`config.mk`:
```
export PLATFORM = sky130hd
export DESIGN_NAME = uart_loader_flat
export DESIGN_NICKNAME = d
export VERILOG_FILES = /design/src/rtl/upg_pkg.sv /design/src/rtl/upg_if.sv /design/src/rtl/uart_rx.sv /design/src/rtl/uart_loader.sv /design/src/flat_wrapper.sv
export SDC_FILE = /design/constraint.sdc
export NUM_CORES = 1
export LEC_CHECK = 0
export CORE_UTILIZATION = 45
export CTS_BUF_LIST = sky130_fd_sc_hd__clkbuf_2 sky130_fd_sc_hd__clkbuf_4 sky130_fd_sc_hd__clkbuf_8
export CTS_CLUSTER_SIZE = 8
export DETAILED_ROUTE_END_ITERATION = 7
export GPL_TIMING_DRIVEN = 0
export SYNTH_ARGS = -nofsm -noshare
export SYNTH_HDL_FRONTEND = slang
export SYNTH_HIERARCHICAL = 1
export SYNTH_SLANG_ARGS = --single-unit
```
`constraint.sdc`:
```
create_clock -name clock -period 4.7 [get_ports clock]
set_input_delay 0.94 -clock clock [delete_from_list [all_inputs] [get_ports clock]]
set_output_delay 0.94 -clock clock [all_outputs]
set_load 0.03 [all_outputs]
```
`src/rtl/upg_pkg.sv`:
```
// Shared constants and state encodings for the UART program loader and the upg_* bus.
package upg_pkg;

  localparam int UPG_ADDR_W  = 15;
  localparam int UPG_DATA_W  = 32;
  localparam int UPG_SEL_BIT = 14;  // 0 = program ROM, 1 = data RAM

  typedef logic [2:0] ld_state_t;
  typedef logic [1:0] rx_state_t;

  localparam logic [2:0] LD_WAIT   = 3'd0;
  localparam logic [2:0] LD_LEN_LO = 3'd1;
  localparam logic [2:0] LD_LEN_HI = 3'd2;
  localparam logic [2:0] LD_DATA   = 3'd3;
  localparam logic [2:0] LD_DONE   = 3'd4;
  localparam logic [2:0] LD_ERR    = 3'd5;

  localparam logic [1:0] RX_IDLE  = 2'd0;
  localparam logic [1:0] RX_START = 2'd1;
  localparam logic [1:0] RX_DATA  = 2'd2;
  localparam logic [1:0] RX_STOP  = 2'd3;

  function automatic logic ld_is_busy(input ld_state_t s);
    return (s == LD_LEN_LO) || (s == LD_LEN_HI) || (s == LD_DATA);
  endfunction

endpackage

```
`src/rtl/upg_if.sv`:
```
// upg_* write bus between the loader and programrom/dmemory, plus FSM debug taps.
interface upg_if #(
  parameter int ADDR_W = upg_pkg::UPG_ADDR_W
);
  import upg_pkg::*;

  // No back-pressure: upg_wen_o is a one-cycle valid, the slave always accepts it
  // and must capture upg_adr_o/upg_dat_o in that same cycle.
  logic                  upg_wen_o;
  logic [ADDR_W-1:0]     upg_adr_o;
  logic [UPG_DATA_W-1:0] upg_dat_o;
  logic                  upg_done_o;
  logic                  upg_sel_ram;
  ld_state_t             dbg_ld_state;
  rx_state_t             dbg_rx_state;

  modport master (
    output upg_wen_o, upg_adr_o, upg_dat_o, upg_done_o, upg_sel_ram,
    output dbg_ld_state, dbg_rx_state
  );

  modport slave (
    input upg_wen_o, upg_adr_o, upg_dat_o, upg_done_o, upg_sel_ram,
    input dbg_ld_state, dbg_rx_state
  );

endinterface

```
`src/rtl/uart_rx.sv`:
```
// 8N1 receiver: 2-flop synchroniser, mid-bit sampling, one-cycle byte/error pulses.
module uart_rx
  import upg_pkg::*;
#(
  parameter int CLKS_PER_BIT = 87
) (
  input  logic      clk_i,
  input  logic      rst_ni,
  input  logic      rx_i,
  output logic [7:0] byte_o,
  output logic      byte_valid_o,
  output logic      byte_err_o,
  output rx_state_t state_o
);

  localparam int CNT_W = $clog2(CLKS_PER_BIT) + 1;
  localparam logic [CNT_W-1:0] HALF_M1 = CNT_W'(CLKS_PER_BIT / 2 - 1);
  localparam logic [CNT_W-1:0] FULL_M1 = CNT_W'(CLKS_PER_BIT - 1);

  logic             sync1_q, sync2_q;
  rx_state_t        state_q, state_d;
  logic [CNT_W-1:0] cnt_q, cnt_d;
  logic [2:0]       bit_q, bit_d;
  logic [7:0]       shift_q, shift_d;
  logic             valid_q, valid_d;
  logic             err_q, err_d;

  always_comb begin
    state_d = state_q;
    cnt_d   = cnt_q;
    bit_d   = bit_q;
    shift_d = shift_q;
    valid_d = 1'b0;
    err_d   = 1'b0;
    case (state_q)
      RX_IDLE: begin
        if (!sync2_q) begin
          state_d = RX_START;
          cnt_d   = '0;
        end
      end
      RX_START: begin
        // Re-check at the middle of the start bit to reject short glitches.
        if (cnt_q == HALF_M1) begin
          cnt_d   = '0;
          bit_d   = '0;
          state_d = sync2_q ? RX_IDLE : RX_DATA;
        end else begin
          cnt_d = cnt_q + 1'b1;
        end
      end
      RX_DATA: begin
        if (cnt_q == FULL_M1) begin
          cnt_d   = '0;
          shift_d = {sync2_q, shift_q[7:1]};
          bit_d   = bit_q + 3'd1;
          if (bit_q == 3'd7) state_d = RX_STOP;
        end else begin
          cnt_d = cnt_q + 1'b1;
        end
      end
      RX_STOP: begin
        if (cnt_q == FULL_M1) begin
          cnt_d   = '0;
          valid_d = sync2_q;
          err_d   = !sync2_q;
          state_d = RX_IDLE;
        end else begin
          cnt_d = cnt_q + 1'b1;
        end
      end
      default: state_d = RX_IDLE;
    endcase
  end

  always_ff @(posedge clk_i or negedge rst_ni) begin
    if (!rst_ni) begin
      sync1_q <= 1'b1;
      sync2_q <= 1'b1;
      state_q <= RX_IDLE;
      cnt_q   <= '0;
      bit_q   <= '0;
      shift_q <= '0;
      valid_q <= 1'b0;
      err_q   <= 1'b0;
    end else begin
      sync1_q <= rx_i;
      sync2_q <= sync1_q;
      state_q <= state_d;
      cnt_q   <= cnt_d;
      bit_q   <= bit_d;
      shift_q <= shift_d;
      valid_q <= valid_d;
      err_q   <= err_d;
    end
  end

  assign byte_o       = shift_q;
  assign byte_valid_o = valid_q;
  assign byte_err_o   = err_q;
  assign state_o      = state_q;

endmodule

```
`src/rtl/uart_loader.sv`:
```
// UART image loader: length header, little-endian word packing, upg_* write strobes.
module uart_loader
  import upg_pkg::*;
#(
  parameter int CLKS_PER_BIT = 87,
  parameter int ADDR_W       = UPG_ADDR_W
) (
  input  logic   clock,
  input  logic   reset,
  input  logic   start,
  input  logic   rx,
  upg_if.master  upg,
  output logic   busy,
  output logic   frame_err
);

  logic      [7:0] rx_byte;
  logic            rx_valid;
  logic            rx_err;
  rx_state_t       rx_state;

  uart_rx #(.CLKS_PER_BIT(CLKS_PER_BIT)) u_rx (
    .clk_i        (clock),
    .rst_ni       (reset),
    .rx_i         (rx),
    .byte_o       (rx_byte),
    .byte_valid_o (rx_valid),
    .byte_err_o   (rx_err),
    .state_o      (rx_state)
  );

  logic                  start_q;
  logic                  start_rise;
  ld_state_t             state_q, state_d;
  logic [15:0]           len_q, len_d;
  logic [15:0]           wcnt_q, wcnt_d;
  logic [ADDR_W-1:0]     widx_q, widx_d;
  logic [1:0]            bidx_q, bidx_d;
  logic [23:0]           pack_q, pack_d;
  logic                  wen_q, wen_d;
  logic [ADDR_W-1:0]     adr_q, adr_d;
  logic [UPG_DATA_W-1:0] dat_q, dat_d;

  assign start_rise = start && !start_q;

  always_comb begin
    state_d = state_q;
    len_d   = len_q;
    wcnt_d  = wcnt_q;
    widx_d  = widx_q;
    bidx_d  = bidx_q;
    pack_d  = pack_q;
    wen_d   = 1'b0;
    adr_d   = adr_q;
    dat_d   = dat_q;
    // A new session wins over everything, including a byte arriving this cycle.
    if (start_rise) begin
      state_d = LD_LEN_LO;
      len_d   = '0;
      wcnt_d  = '0;
      widx_d  = '0;
      bidx_d  = '0;
      adr_d   = '0;
    end else if (rx_err && ld_is_busy(state_q)) begin
      state_d = LD_ERR;
      bidx_d  = '0;
    end else begin
      case (state_q)
        LD_LEN_LO: begin
          if (rx_valid) begin
            len_d[7:0] = rx_byte;
            state_d    = LD_LEN_HI;
          end
        end
        LD_LEN_HI: begin
          if (rx_valid) begin
            len_d[15:8] = rx_byte;
            state_d     = ({rx_byte, len_q[7:0]} == 16'd0) ? LD_DONE : LD_DATA;
          end
        end
        LD_DATA: begin
          // Word index advances in the cycle after its strobe.
          if (wen_q) begin
            wcnt_d = wcnt_q + 16'd1;
            widx_d = widx_q + 1'b1;
            if ((wcnt_q + 16'd1) == len_q) state_d = LD_DONE;
          end
          if (rx_valid) begin
            if (bidx_q == 2'd3) begin
              wen_d  = 1'b1;
              dat_d  = {rx_byte, pack_q};
              adr_d  = widx_q;
              bidx_d = '0;
            end else begin
              pack_d = {rx_byte, pack_q[23:8]};
              bidx_d = bidx_q + 2'd1;
            end
          end
        end
        default: ;
      endcase
    end
  end

  always_ff @(posedge clock or negedge reset) begin
    if (!reset) begin
      start_q <= 1'b0;
      state_q <= LD_WAIT;
      len_q   <= '0;
      wcnt_q  <= '0;
      widx_q  <= '0;
      bidx_q  <= '0;
      pack_q  <= '0;
      wen_q   <= 1'b0;
      adr_q   <= '0;
      dat_q   <= '0;
    end else begin
      start_q <= start;
      state_q <= state_d;
      len_q   <= len_d;
      wcnt_q  <= wcnt_d;
      widx_q  <= widx_d;
      bidx_q  <= bidx_d;
      pack_q  <= pack_d;
      wen_q   <= wen_d;
      adr_q   <= adr_d;
      dat_q   <= dat_d;
    end
  end

  assign upg.upg_wen_o    = wen_q;
  assign upg.upg_adr_o    = adr_q;
  assign upg.upg_dat_o    = dat_q;
  assign upg.upg_done_o   = (state_q == LD_DONE);
  assign upg.dbg_ld_state = state_q;
  assign upg.dbg_rx_state = rx_state;
  assign busy             = ld_is_busy(state_q);
  assign frame_err        = (state_q == LD_ERR);

  generate
    if (ADDR_W > UPG_SEL_BIT) begin : g_sel
      assign upg.upg_sel_ram = adr_q[UPG_SEL_BIT];
    end else begin : g_no_sel
      assign upg.upg_sel_ram = 1'b0;
    end
  endgenerate

endmodule

```
`src/flat_wrapper.sv`:
```
// flat-port wrapper written by rule: the top's interface ports become plain ports
module uart_loader_flat import upg_pkg::*;
#(
  parameter int CLKS_PER_BIT = 87,
  parameter int ADDR_W       = UPG_ADDR_W
)
  (clock, reset, start, rx, busy, frame_err, upg_upg_wen_o, upg_upg_adr_o, upg_upg_dat_o, upg_upg_done_o, upg_upg_sel_ram, upg_dbg_ld_state, upg_dbg_rx_state);
  upg_if #(.ADDR_W(ADDR_W)) upg_i ();
  input  logic clock;
  input  logic reset;
  input  logic start;
  input  logic rx;
  output logic busy;
  output logic frame_err;
  output wire logic [$bits(upg_i.upg_wen_o)-1:0] upg_upg_wen_o;
  output wire logic [$bits(upg_i.upg_adr_o)-1:0] upg_upg_adr_o;
  output wire logic [$bits(upg_i.upg_dat_o)-1:0] upg_upg_dat_o;
  output wire logic [$bits(upg_i.upg_done_o)-1:0] upg_upg_done_o;
  output wire logic [$bits(upg_i.upg_sel_ram)-1:0] upg_upg_sel_ram;
  output wire logic [$bits(upg_i.dbg_ld_state)-1:0] upg_dbg_ld_state;
  output wire logic [$bits(upg_i.dbg_rx_state)-1:0] upg_dbg_rx_state;
  assign upg_upg_wen_o = upg_i.upg_wen_o;
  assign upg_upg_adr_o = upg_i.upg_adr_o;
  assign upg_upg_dat_o = upg_i.upg_dat_o;
  assign upg_upg_done_o = upg_i.upg_done_o;
  assign upg_upg_sel_ram = upg_i.upg_sel_ram;
  assign upg_dbg_ld_state = upg_i.dbg_ld_state;
  assign upg_dbg_rx_state = upg_i.dbg_rx_state;
  uart_loader #(.CLKS_PER_BIT(CLKS_PER_BIT), .ADDR_W(ADDR_W)) u_core (.clock(clock), .reset(reset), .start(start), .rx(rx), .upg(upg_i), .busy(busy), .frame_err(frame_err));
endmodule
```
; Word level (Yosys, flattened, before mapping)
; Index checks and enable logic that the tools add are counted.
[word_totals]
out_inout_bits = 57
elab_cells = 134
in_bits = 4
register_bits = 150
[op_classes]
bitwise_logic = 3
reduce_logical = 30
muxes = 54
add_sub_neg = 5
eq_ne = 23
[ops]
columns = op, count
row1 = $mux W15, 9
row2 = $mux W16, 6
row3 = $mux W8, 6
row4 = $mux W3, 9
row5 = $pmux W8 S3, 1
row6 = $mux W2, 11
row7 = $reduce_and A5 Y1, 4
row8 = $add A16 B1 Y16 const B, 1
row9 = $eq A16 B16 Y1, 1
row10 = $logic_not A16 Y1, 1
row11 = $add A15 B1 Y15 const B, 1
row12 = $reduce_bool A2 Y1, 7
row13 = $reduce_and A3 Y1, 4
row14 = $ne A2 B2 Y1 const B, 5
row15 = $eq A3 B3 Y1 const B, 3
row16 = $mux W1, 9
row17 = $pmux W3 S3, 1
row18 = $add A8 B1 Y8 const B, 1
row19 = $eq A8 B6 Y1 const B, 1
row20 = $eq A8 B7 Y1 const B, 1
row21 = $ne A4 B1 Y1 const B, 2
row22 = $ne A4 B3 Y1 const B, 2
row23 = $pmux W2 S4, 1
row24 = $eq A2 B2 Y1 const B, 3
row25 = 17 further kinds, 25

; Logic depth before layout (Yosys ltp)
; Gate-level depths: netlist of the first run.
[depth]
depth_word = 7
mapped_depth = 8
mapped_depth_nobuf = 7

; Hierarchy
; Netlist of the first run, hierarchy kept.
[modules_own_cells]
columns = module, seq_area_each_um2, cells_each, area_per_inst_um2, instances
row1 = uart_loader, 3128.0, 533, 5871.9, 1
row2 = uart_rx, 628.1, 114, 1243.7, 1

; Worst setup path before layout of the first run
; Ideal clock, no wire load.
[synth_timing]
path_type = input port to flip-flop
start = input port start
end = register u_core.dat_q[10] (netlist: u_core/upg.upg_dat_o[10])
path_stages = 7
t_required_ps = 4575
n_path_buf = 3
setup_ps = 125
t_arrival_ps = 2290
setup_slack_ps = 2285
cell_sequence = nand2b_1 > clkbuf_1 > and4_1 > and3_1 > buf_2 > buf_4 > mux2_2
[synth_via]
elab_chain_len = 3
[synth_lines]
columns = element, line_no
row1 = "start, declared", flat_wrapper.sv:11  ; input logic start;
row2 = $logic_and A1 B1 Y1, uart_loader.sv:44  ; assign start_rise = start && !start_q;
row3 = $not A1 Y1 (no line), n/a
row4 = $reduce_and A5 Y1 (no line), n/a
row5 = "end signal, assigned", uart_loader.sv:127  ; dat_q <= dat_d;
row6 = "end, declared", uart_loader.sv:42  ; logic [UPG_DATA_W-1:0] dat_q, dat_d;
; No other way between the ends.
; A chain may end at the register's enable or synchronous reset.

; Final worst setup path of the first run
[layout_timing]
start = register u_core.state_q[0] (netlist: u_core/upg.dbg_ld_state[0])
end = output port frame_err
[layout_via]
elab_chain_len = 1
[layout_lines]
columns = element, line_no
row1 = "start, declared", uart_loader.sv:34  ; ld_state_t state_q, state_d;
row2 = "start signal, assigned", uart_loader.sv:119  ; state_q <= state_d;
row3 = $eq A3 B3 Y1, uart_loader.sv:138  ; assign frame_err = (state_q == LD_ERR);
row4 = "end, declared", flat_wrapper.sv:14  ; output logic frame_err;
; No other way between the ends.

==> out/results.tsv, run 1 <==
metric	value	unit
NumNets Final	738	
Slew Limit Fails	0	
final hold slack	0.3594	ns
crit share post-route	0.6414	
area grow syn2layout	18.45	%
Fmax achieved	0.3317	GHz
vias	5026	
DRC viols	0	
arrival time at the worst endpoint	2.07	ns
WS Path Type	flop to primary output	
setup repair bufs after CTS	0	
vias per inst	5.285	
clk_lat worst skew	0.45	ns
CTS Root Cell	clkbuf_8	
GRT overflow	0	
Fin Setup TNS	0	ns
required arrival time at the worst endpoint	3.76	ns
average routed wire per standard cell	15.85	um
Die W	127.7	um
CP Capture Type	primary output	
Final Hold Violating Endpoints	0	
post-placement cell area	8009	sq um
Critical-path top delay cell	clkdlybuf4s50_1	
DPL Wire Length	10.47	mm
flip-flop and latch area	3756	sq um
Die H	127.7	um
global placement routability congestion	0.8593	
Post-synth top cells	148 x dfrtp_1, 80 x nand2_1, 61 x nor2_1, 60 x mux2_2, 35 x o21ai_0	
Syn Inst Count	647	
Synth async-reset ratio	1.000	
initial DRC count	275	
antenna violations before repair	0	
total CTS buffers	17	
CTS Sinks	150	
fraction of final layout cells with drive strength greater than 1	0.1919	
DRT Pass-1 Iters	4	
Peak VDD IR	0.2058	mV
Finished Layout Cells	951	
Rows	45	
final instance area	8428	sq um
Worst-Margin Slew	1.034	ns
core area	15310	sq um
number of port buffers	60	
CP Cell Sequence	clkbuf_1, and3_1, clkdlybuf4s50_1	
post-route setup slack	1.686	ns
Max-cap violations	0	
Synth Cell Area	7116	sq um
worst clock skew	0.01540	ns
hold_buf cts	0	
syn nets	658	
dominant cells by area after synthesis	dfrtp_1 52%, mux2_2 9.5%, nand2_1 4.2%	
Yosys top cell by area	dfrtp_1	
Power Density	316.3	nW/um^2
Yosys cell types	67	
CTS tree	yes	
startpoint types	flop	
Final Util	0.5503	
status	finished clean	
diodes inserted	0	
IO Pins	61	
RSZ-0062 raised after global routing	false	
crit path time final	3.015	ns
top_reg_cell synth	dfrtp_1	
fillers	1340	
first-pass GRT wire length	25.50	mm
placed cells	919	
cell with the most instances after synthesis	dfrtp_1	
Initial Util	0.4646	
Avg Inst Size Synth	11.00	sq um
post_cts resized	0	
CP peak stage delay	0.67	ns
cell leakage power	3.877	nW
synth warn	6	
largest net degree at the start of global routing	100	
post-synthesis sequential area ratio	0.5279	
Top delay family on crit path	buffers and inverters	
slew margin rel.	0.3055	
clk buf depth	2	
Die Area	16320	sq um
GRT Total Usage	0.2003	
Yosys reg bits	150	
pre-CTS setup slack	1.315	ns
number of global-route vias before repair	5009	
CP bufs+invs	2	
Worst-path clk slew	0.08	ns
Worst Hold Class	flop to flop	
crit-path max FO	10	
Synth top area share	0.5205	
final antenna-violating net count	0	
PnR Total Power	2.665	mW
area occupied by multi-input gates	3102	sq um
# H-tree levels	4	
EDFF count, synth	0	
final wirelength	15.07	mm
# setup viols final	0	
per-layer routing:
metal / vias to the layer above / part of all wire / global-route usage
met2: 112 / 0.47 / 0.3149
met1: 2474 / 0.48 / 0.2794
li1: 2427 / - / -
met4: 0 / 0.013 / 0.06782
met3: 13 / 0.035 / 0.03756
met5: - / 0 / 0
kinds of logic (layout without fill, tap and decap cells):
logic type               count (synthesis)  in the layout  share of synthesized area
AND/OR/NAND/NOR                        242            242                     0.1732
flip-flops                             150            150                     0.5279
AO/OA/AOI/OAI                           83             83                    0.07438
multiplexers                            75             75                     0.1196
XOR/XNOR                                45             45                    0.05645
buffers and inverters                   45            138                    0.03622
adder cells (fa/ha/maj)                  7              7                    0.01231
worst paths after layout:
check | start | cells after the start | slack, ns | endpoint
setup / recovery | u_core/upg.dbg_ld_state[0]$_DFFE_PN0P_ | 3 | 1.69 | frame_err
hold / removal | u_core/u_rx/sync1_q$_DFF_PN1_ | 0 | 0.36 | u_core/u_rx/sync2_q$_DFF_PN1_
setup reg to reg | u_core/wcnt_q[1]$_DFFE_PN0P_ | 8 | 2.20 | u_core/upg.dbg_ld_state[1]$_DFFE_PN0P_
hold reg to reg | u_core/u_rx/sync1_q$_DFF_PN1_ | 0 | 0.36 | u_core/u_rx/sync2_q$_DFF_PN1_
max in group asynchronous | reset | 2 | 3.40 | u_core/u_rx/sync2_q$_DFF_PN1_
min in group asynchronous | reset | 1 | 0.44 | u_core/upg.upg_adr_o[11]$_DFFE_PN0P_
flip-flops by register name, indices dropped and copies added (netlist names), 2 cells and up, named ones only:
name                     count
u_core/bidx_q                2
u_core/upg.upg_dat_o        32
u_core/u_rx/bit_q            3
u_core/pack_q               24
u_core/u_rx/byte_o           8
u_core/widx_q               15
u_core/upg.upg_adr_o        15
u_core/u_rx/cnt_q            8
u_core/upg.dbg_ld_state      3
u_core/wcnt_q               16
u_core/len_q                16
placed cells by master, fill, tap and decap left out, types with 5 or more instances in the layout:
cell type / count
xor2_1: 27
o22ai_1: 5
nand4_1: 11
clkbuf_8: 19
and3_1: 6
dfrtp_1: 148
nor4_1: 10
nand2b_1: 8
nor3_1: 14
buf_4: 13
inv_1: 9
xnor2_1: 17
a21oi_1: 12
clkbuf_1: 13
nor2b_1: 5
nand2_1: 80
clkdlybuf4s50_1: 59
nor2_1: 61
mux2_2: 60
nand3_1: 18
o21ai_0: 35
buf_2: 7
o31ai_1: 5
ha_1: 7
mux2_4: 5
mux2i_1: 10
area by class of cell:
cell class                 count  area share
timing repair buffer          61     0.07467
inverter                       9    0.004008
sequential                   150      0.4457
buffer                        36     0.02657
multi-input combinational    452      0.3680
clock buffer                  19     0.03103
tap                          211     0.03132
clock inverter                13     0.01871
where the power goes:
part | leakage [nW] | switching, mW | internal (mW)
Sequential | 2.07 | 0.0232 | 1.31
Clock | 0.204 | 0.518 | 0.515
Combinational | 1.60 | 0.194 | 0.103
worst register-to-register path, stage by stage, from the launching register on:
cell	delay, ns
dfrtp_1	0.46
ha_1	0.18
buf_4	0.17
nand4_4	0.15
or4_4	0.53
xnor2_2	0.13
o211ai_1	0.11
nor4_2	0.43
o21ai_0	0.19
(Power assumes the default switching activity.)
==> run 2, diff against run 1 <==
--- a/config.mk
+++ b/config.mk
@@ -10,6 +10,7 @@
 export CTS_CLUSTER_SIZE = 8
 export DETAILED_ROUTE_END_ITERATION = 7
 export GPL_TIMING_DRIVEN = 0
+export PLACE_DENSITY = 0.67
 export SYNTH_ARGS = -nofsm -noshare
 export SYNTH_HDL_FRONTEND = slang
 export SYNTH_HIERARCHICAL = 1
==> constraint.sdc (replaced) <==
create_clock -name clock -period 2.5 [get_ports clock]
set_input_delay 0.5 -clock clock [delete_from_list [all_inputs] [get_ports clock]]
set_output_delay 0.5 -clock clock [all_outputs]
set_load 0.03 [all_outputs]
==> run 2 against run 1 <==
  * Worst hold slack got worse by 0.34 ns
  * Utilization rose by 0.19 points
  * Clock skew fell by 0.00067 ns
  * Final cell count fell by 0.11%
  * Cell area rose by 0.34%
  * Combinational power rose by 85%
  * First-iteration DRC count rose by 3.6%
  * Die area did not move
  * Register-to-register slack got worse by 2.0 ns
  * Power rose by 91%
  * Via count rose by 1.5%
  * Global-route usage fell by 0.24 points
  * Largest cell class unchanged
==> out/results.tsv, run 2 (same netlist as run 1, synthesis figures left out) <==
metric	value	unit
CP Capture Type	flop	
Final Hold Violating Endpoints	0	
Worst-path clk slew	0.08	ns
crit share post-route	0.9385	
antenna violations before repair	0	
# setup viols final	0	
# H-tree levels	4	
Worst-Margin Slew	0.9286	ns
Fmax achieved	0.4262	GHz
post-placement cell area	8009	sq um
slew margin rel.	0.3762	
Reg power frac	0.493	
clk_lat worst skew	0.46	ns
clk buf depth	2	
IO Pins	61	
global placement routability congestion	0.8735	
Comb pwr share	0.108	
DRC viols	0	
most common cell after layout, fill and taps aside	dfrtp_1	
arrival time at the worst endpoint	2.67	ns
NumNets Final	737	
Pint	3.699	mW
fraction of final layout cells with drive strength greater than 1	0.1935	
crit path time final	2.346	ns
routed length on met3	577	um
Rows	45	
clock network fraction of design power	0.399	
Max-cap violations	0	
Slew Limit Fails	0	
most frequent cells in the layout	148 x dfrtp_1, 80 x nand2_1, 61 x nor2_1, 60 x mux2_2, 56 x clkdlybuf4s50_1	
GRT overflow	0	
initial DRC count	285	
Initial Util	0.4646	
setup repair bufs after CTS	0	
largest net degree at the start of global routing	94	
diodes inserted	0	
WL met2	7.231	mm
number of global-route vias before repair	5150	
DPL Wire Length	10.46	mm
total CTS buffers	17	
wl on met1	6.866	mm
Peak VDD IR	0.3788	mV
Die W	127.7	um
vias per inst	5.372	
RSZ-0062 raised after global routing	false	
Power Density	602.4	nW/um^2
CTS tree	yes	
final hold slack	0.01627	ns
final antenna-violating net count	0	
vias	5103	
WS Path Type	flop to flop	
Die Area	16320	sq um
status	finished clean	
final wirelength	14.98	mm
worst clock skew	0.01473	ns
number of port buffers	60	
startpoint types	flop	
Die H	127.7	um
required arrival time at the worst endpoint	2.82	ns
CTS Root Cell	clkbuf_8	
Worst Hold Class	input port to asynchronous set/reset pin	
DRT Pass-1 Iters	4	
CTS Sinks	150	
first-pass GRT wire length	25.14	mm
DR top layer	met4	
PnR Total Power	5.094	mW
GRT Total Usage	0.1980	
core area	15310	sq um
Sw Ratio	0.2740	
final instance area	8457	sq um
area grow syn2layout	18.85	%
crit-path max FO	9	
max FFs per register	32	
cell leakage power	3.918	nW
average routed wire per standard cell	15.77	um
sw power	1.396	mW
run 2: stage by stage:
step	setup TNS [ns]	util	cells	worst slack (ns)
4_1_cts	0	0.5513	951	0.008031
3_3_place_gp	-742.59	0.5211	918	-4.874
2_1_floorplan	0	-	647	0.2710
3_5_place_dp	-21.37	0.5230	919	-0.4628
6_report	0	0.5522	950	0.1538
5_1_grt	0	0.5522	950	0.02190
run 2: power by group through the flow:
stage / Combinational (mW) / Clock, mW / Sequential [mW]
3_3_place_gp: 0.534 / 0 / 2.56
2_1_floorplan: 0.294 / 0 / 2.60
4_1_cts: 0.552 / 2.09 / 2.51
6_report: 0.550 / 2.03 / 2.51
5_1_grt: 0.602 / 2.18 / 2.52
3_5_place_dp: 0.557 / 0 / 2.56
run 2: worst max-delay path, stage by stage, from the launching register on:
cell and delay (ns):
dfrtp_1 0.45, ha_1 0.18, buf_4 0.17, nand4_4 0.14, or4_4 0.53, xnor2_2 0.13, o211ai_1 0.14, nor4_4 0.33
o21ai_0 0.14
run 2: cell type report:
type / count / area [sq um]
Buffer: 35 / 221.5
Clock buffer: 19 / 249.0
Clock inverter: 13 / 186.4
Fill cell: 1358 / 6858
Inverter: 9 / 33.78
Multi-Input combinational cell: 452 / 3117
Sequential cell: 150 / 3756
Tap cell: 211 / 264.0
Timing Repair Buffer: 61 / 629.4
run 2: timing repair:
item / in CTS / in global routing
hold endpoints to repair: 0 / 0
resized for setup: 3 / 3
hold buffers: 0 / 0
endpoints found under the setup margin: 2 / 53
run 2: layer usage:
metal | GRT usage | up-vias
met1 | 0.2525 | 2549
met5 | 0 | -
li1 | - | 2431
met2 | 0.3251 | 102
met4 | 0.08235 | 0
met3 | 0.04549 | 21
run 2: worst paths after layout:
path,start,endpoint,slack (ns),depth (start not counted)
worst max-delay path,u_core/wcnt_q[1]$_DFFE_PN0P_,u_core/upg.dbg_ld_state[1]$_DFFE_PN0P_,0.15,8
worst min-delay path,reset,u_core/upg.upg_adr_o[3]$_DFFE_PN0P_,0.02,1
worst max register to register,u_core/wcnt_q[1]$_DFFE_PN0P_,u_core/upg.dbg_ld_state[1]$_DFFE_PN0P_,0.15,8
worst min register to register,u_core/u_rx/sync1_q$_DFF_PN1_,u_core/u_rx/sync2_q$_DFF_PN1_,0.36,0
max in group asynchronous,reset,u_core/upg.upg_dat_o[11]$_DFFE_PN0P_,1.64,2
min in group clock,u_core/u_rx/sync1_q$_DFF_PN1_,u_core/u_rx/sync2_q$_DFF_PN1_,0.36,0
==> run 3, diff against run 2 <==
--- a/config.mk
+++ b/config.mk
@@ -10,6 +10,7 @@
 export CTS_CLUSTER_SIZE = 8
 export DETAILED_ROUTE_END_ITERATION = 7
 export GPL_TIMING_DRIVEN = 0
+export HOLD_SLACK_MARGIN = 0.08
 export PLACE_DENSITY = 0.67
 export SYNTH_ARGS = -nofsm -noshare
 export SYNTH_HDL_FRONTEND = slang
==> run 3 against run 2 <==
  * Critical path depth unchanged
  * Largest power group unchanged
  * Worst hold slack better by 0.34 ns
  * Highest routed layer unchanged
  * Sequential cell count unchanged
  * Power barely moved
  * First-iteration DRC count shrank 6.7%
  * Utilization rose by 0.065 points
  * Die area unchanged
  * Sequential power barely moved
  * Via count fell by 0.51%
  * Wire length is essentially flat
  * Combinational power hardly changed
==> out/results.tsv, run 3 (same netlist as run 1, synthesis figures left out) <==
metric	value	unit
post-route setup slack	0.1596	ns
Final Hold Violating Endpoints	0	
reg2reg start	u_core/wcnt_q[1]$_DFFE_PN0P_	
GRT Total Usage	0.1980	
vias per inst	5.339	
Initial Util	0.4646	
Comb pwr share	0.108	
average routed wire per standard cell	15.76	um
clock network fraction of design power	0.399	
Max-cap violations	0	
startpoint types	flop	
min-delay src	u_core/u_rx/sync1_q$_DFF_PN1_	
Die Area	16320	sq um
NumNets Final	738	
max FFs per register	32	
arrival time at the worst endpoint	2.66	ns
number of port buffers	60	
cell leakage power	3.922	nW
CTS tree	yes	
Die H	127.7	um
final antenna-violating net count	0	
total CTS buffers	17	
# setup viols final	0	
crit-path max FO	9	
R2R Path End	u_core/upg.dbg_ld_state[1]$_DFFE_PN0P_	
IO Pins	61	
area occupied by multi-input gates	3117	sq um
final instance area	8467	sq um
crit share post-route	0.9361	
vias	5077	
Fmax achieved	0.4273	GHz
worst clock skew	0.01414	ns
WS Path Type	flop to flop	
core area	15310	sq um
diodes inserted	0	
crit path time final	2.340	ns
first-pass GRT wire length	25.14	mm
antenna violations before repair	0	
Hold Path End	u_core/u_rx/sync2_q$_DFF_PN1_	
GRT overflow	0	
number of global-route vias before repair	5150	
Fin Setup TNS	0	ns
initial DRC count	266	
sw power	1.392	mW
setup repair bufs after CTS	0	
Hold Path Cell Cnt	0	
area grow syn2layout	18.99	%
Finished Layout Cells	951	
largest net degree at the start of global routing	94	
CTS Root Cell	clkbuf_8	
most common cell after layout, fill and taps aside	dfrtp_1	
final wirelength	14.99	mm
r2r worst-path depth	8	
DPL Wire Length	10.46	mm
Power Density	601.5	nW/um^2
Sw Ratio	0.2734	
post-placement cell area	8009	sq um
DRT Pass-1 Iters	5	
Peak VDD IR	0.3789	mV
fillers	1357	
global placement routability congestion	0.8735	
DRC viols	0	
CP Capture Type	flop	
required arrival time at the worst endpoint	2.82	ns
# H-tree levels	4	
Reg power frac	0.493	
Pint	3.700	mW
most frequent cells in the layout	148 x dfrtp_1, 80 x nand2_1, 61 x nor2_1, 60 x mux2_2, 56 x clkdlybuf4s50_1	
placed cells	919	
Worst Hold Class	flop to flop	
clk_lat worst skew	0.45	ns
Rows	45	
Worst-path clk slew	0.09	ns
CTS Sinks	150	
fraction of final layout cells with drive strength greater than 1	0.1932	
RSZ-0062 raised after global routing	false	
Die W	127.7	um
slew margin rel.	0.3821	
R2R setup slack	0.16	ns
status	finished clean	
flip-flop and latch area	3756	sq um
clk buf depth	2	
pre-CTS setup slack	-0.4628	ns
Slew Limit Fails	0	
Worst-Margin Slew	0.9197	ns
==> run 3: changes by cell type in the layout (fill, tap and decap cells not counted) <==
| cell | delta |
|---|---|
| dlygate4sd3_1 | +1 |
==> run 3: worst max-delay path by stage <==
stage,from,end,cells past startpoint
6_report,u_core/wcnt_q[1]$_DFFE_PN0P_,u_core/upg.dbg_ld_state[1]$_DFFE_PN0P_,8
5_1_grt,u_core/wcnt_q[1]$_DFFE_PN0P_,u_core/upg.dbg_ld_state[1]$_DFFE_PN0P_,8
4_1_cts,u_core/wcnt_q[1]$_DFFE_PN0P_,u_core/upg.dbg_ld_state[1]$_DFFE_PN0P_,8
3_5_place_dp,start,u_core/pack_q[22]$_DFFE_PN0P_,7
3_3_place_gp,reset,u_core/upg.upg_dat_o[4]$_DFFE_PN0P_,1
2_1_floorplan,u_core/upg.dbg_ld_state[1]$_DFFE_PN0P_,u_core/pack_q[10]$_DFFE_PN0P_,8
==> run 3: metrics by stage <==
step	hold slack, ns	util	total power [mW]
floorplan	0.2044	-	2.893
global placement	0.3467	0.5211	3.092
detailed placement	0.3479	0.5230	3.117
CTS	0.3614	0.5520	5.154
global route	0.3698	0.5529	5.301
finish	0.3606	0.5529	5.092
==> run 3: final cells by class <==
| type | count | area share |
|---|---|---|
| buffer | 35 | 0.02616 |
| clock buffer | 19 | 0.02941 |
| clock inverter | 13 | 0.02202 |
| inverter | 9 | 0.003990 |
| multi-input combinational | 452 | 0.3681 |
| sequential | 150 | 0.4436 |
| tap | 211 | 0.03118 |
| timing repair buffer | 62 | 0.07551 |
==> run 3: power groups by stage <==
stage,sequential [mW],combinational (mW),clock (mW)
after floorplan,2.60,0.294,0
after global placement,2.56,0.534,0
after detailed placement,2.56,0.557,0
after CTS,2.51,0.553,2.09
after global routing,2.52,0.603,2.18
final,2.51,0.552,2.03
==> run 3: repair_timing <==
action                                  CTS  global route
endpoints found under the setup margin    2            53
hold endpoints to repair                 55             0
hold buffers                              1             0
gates resized for setup                   3             3
==> run 3: metal layers <==
metal / track usage / up-vias / share of wire
li1: - / 2435 / -
met1: 0.2525 / 2522 / 0.46
met2: 0.3251 / 97 / 0.48
met3: 0.04549 / 23 / 0.033
met4: 0.08235 / 0 / 0.022
met5: 0 / - / 0
==> run 3: critical path, stage by stage (launching register included) <==
cell,delay (ns)
dfrtp_1,0.45
ha_1,0.18
buf_4,0.17
nand4_4,0.14
or4_4,0.53
xnor2_2,0.13
o211ai_1,0.14
nor4_4,0.33
o21ai_0,0.14
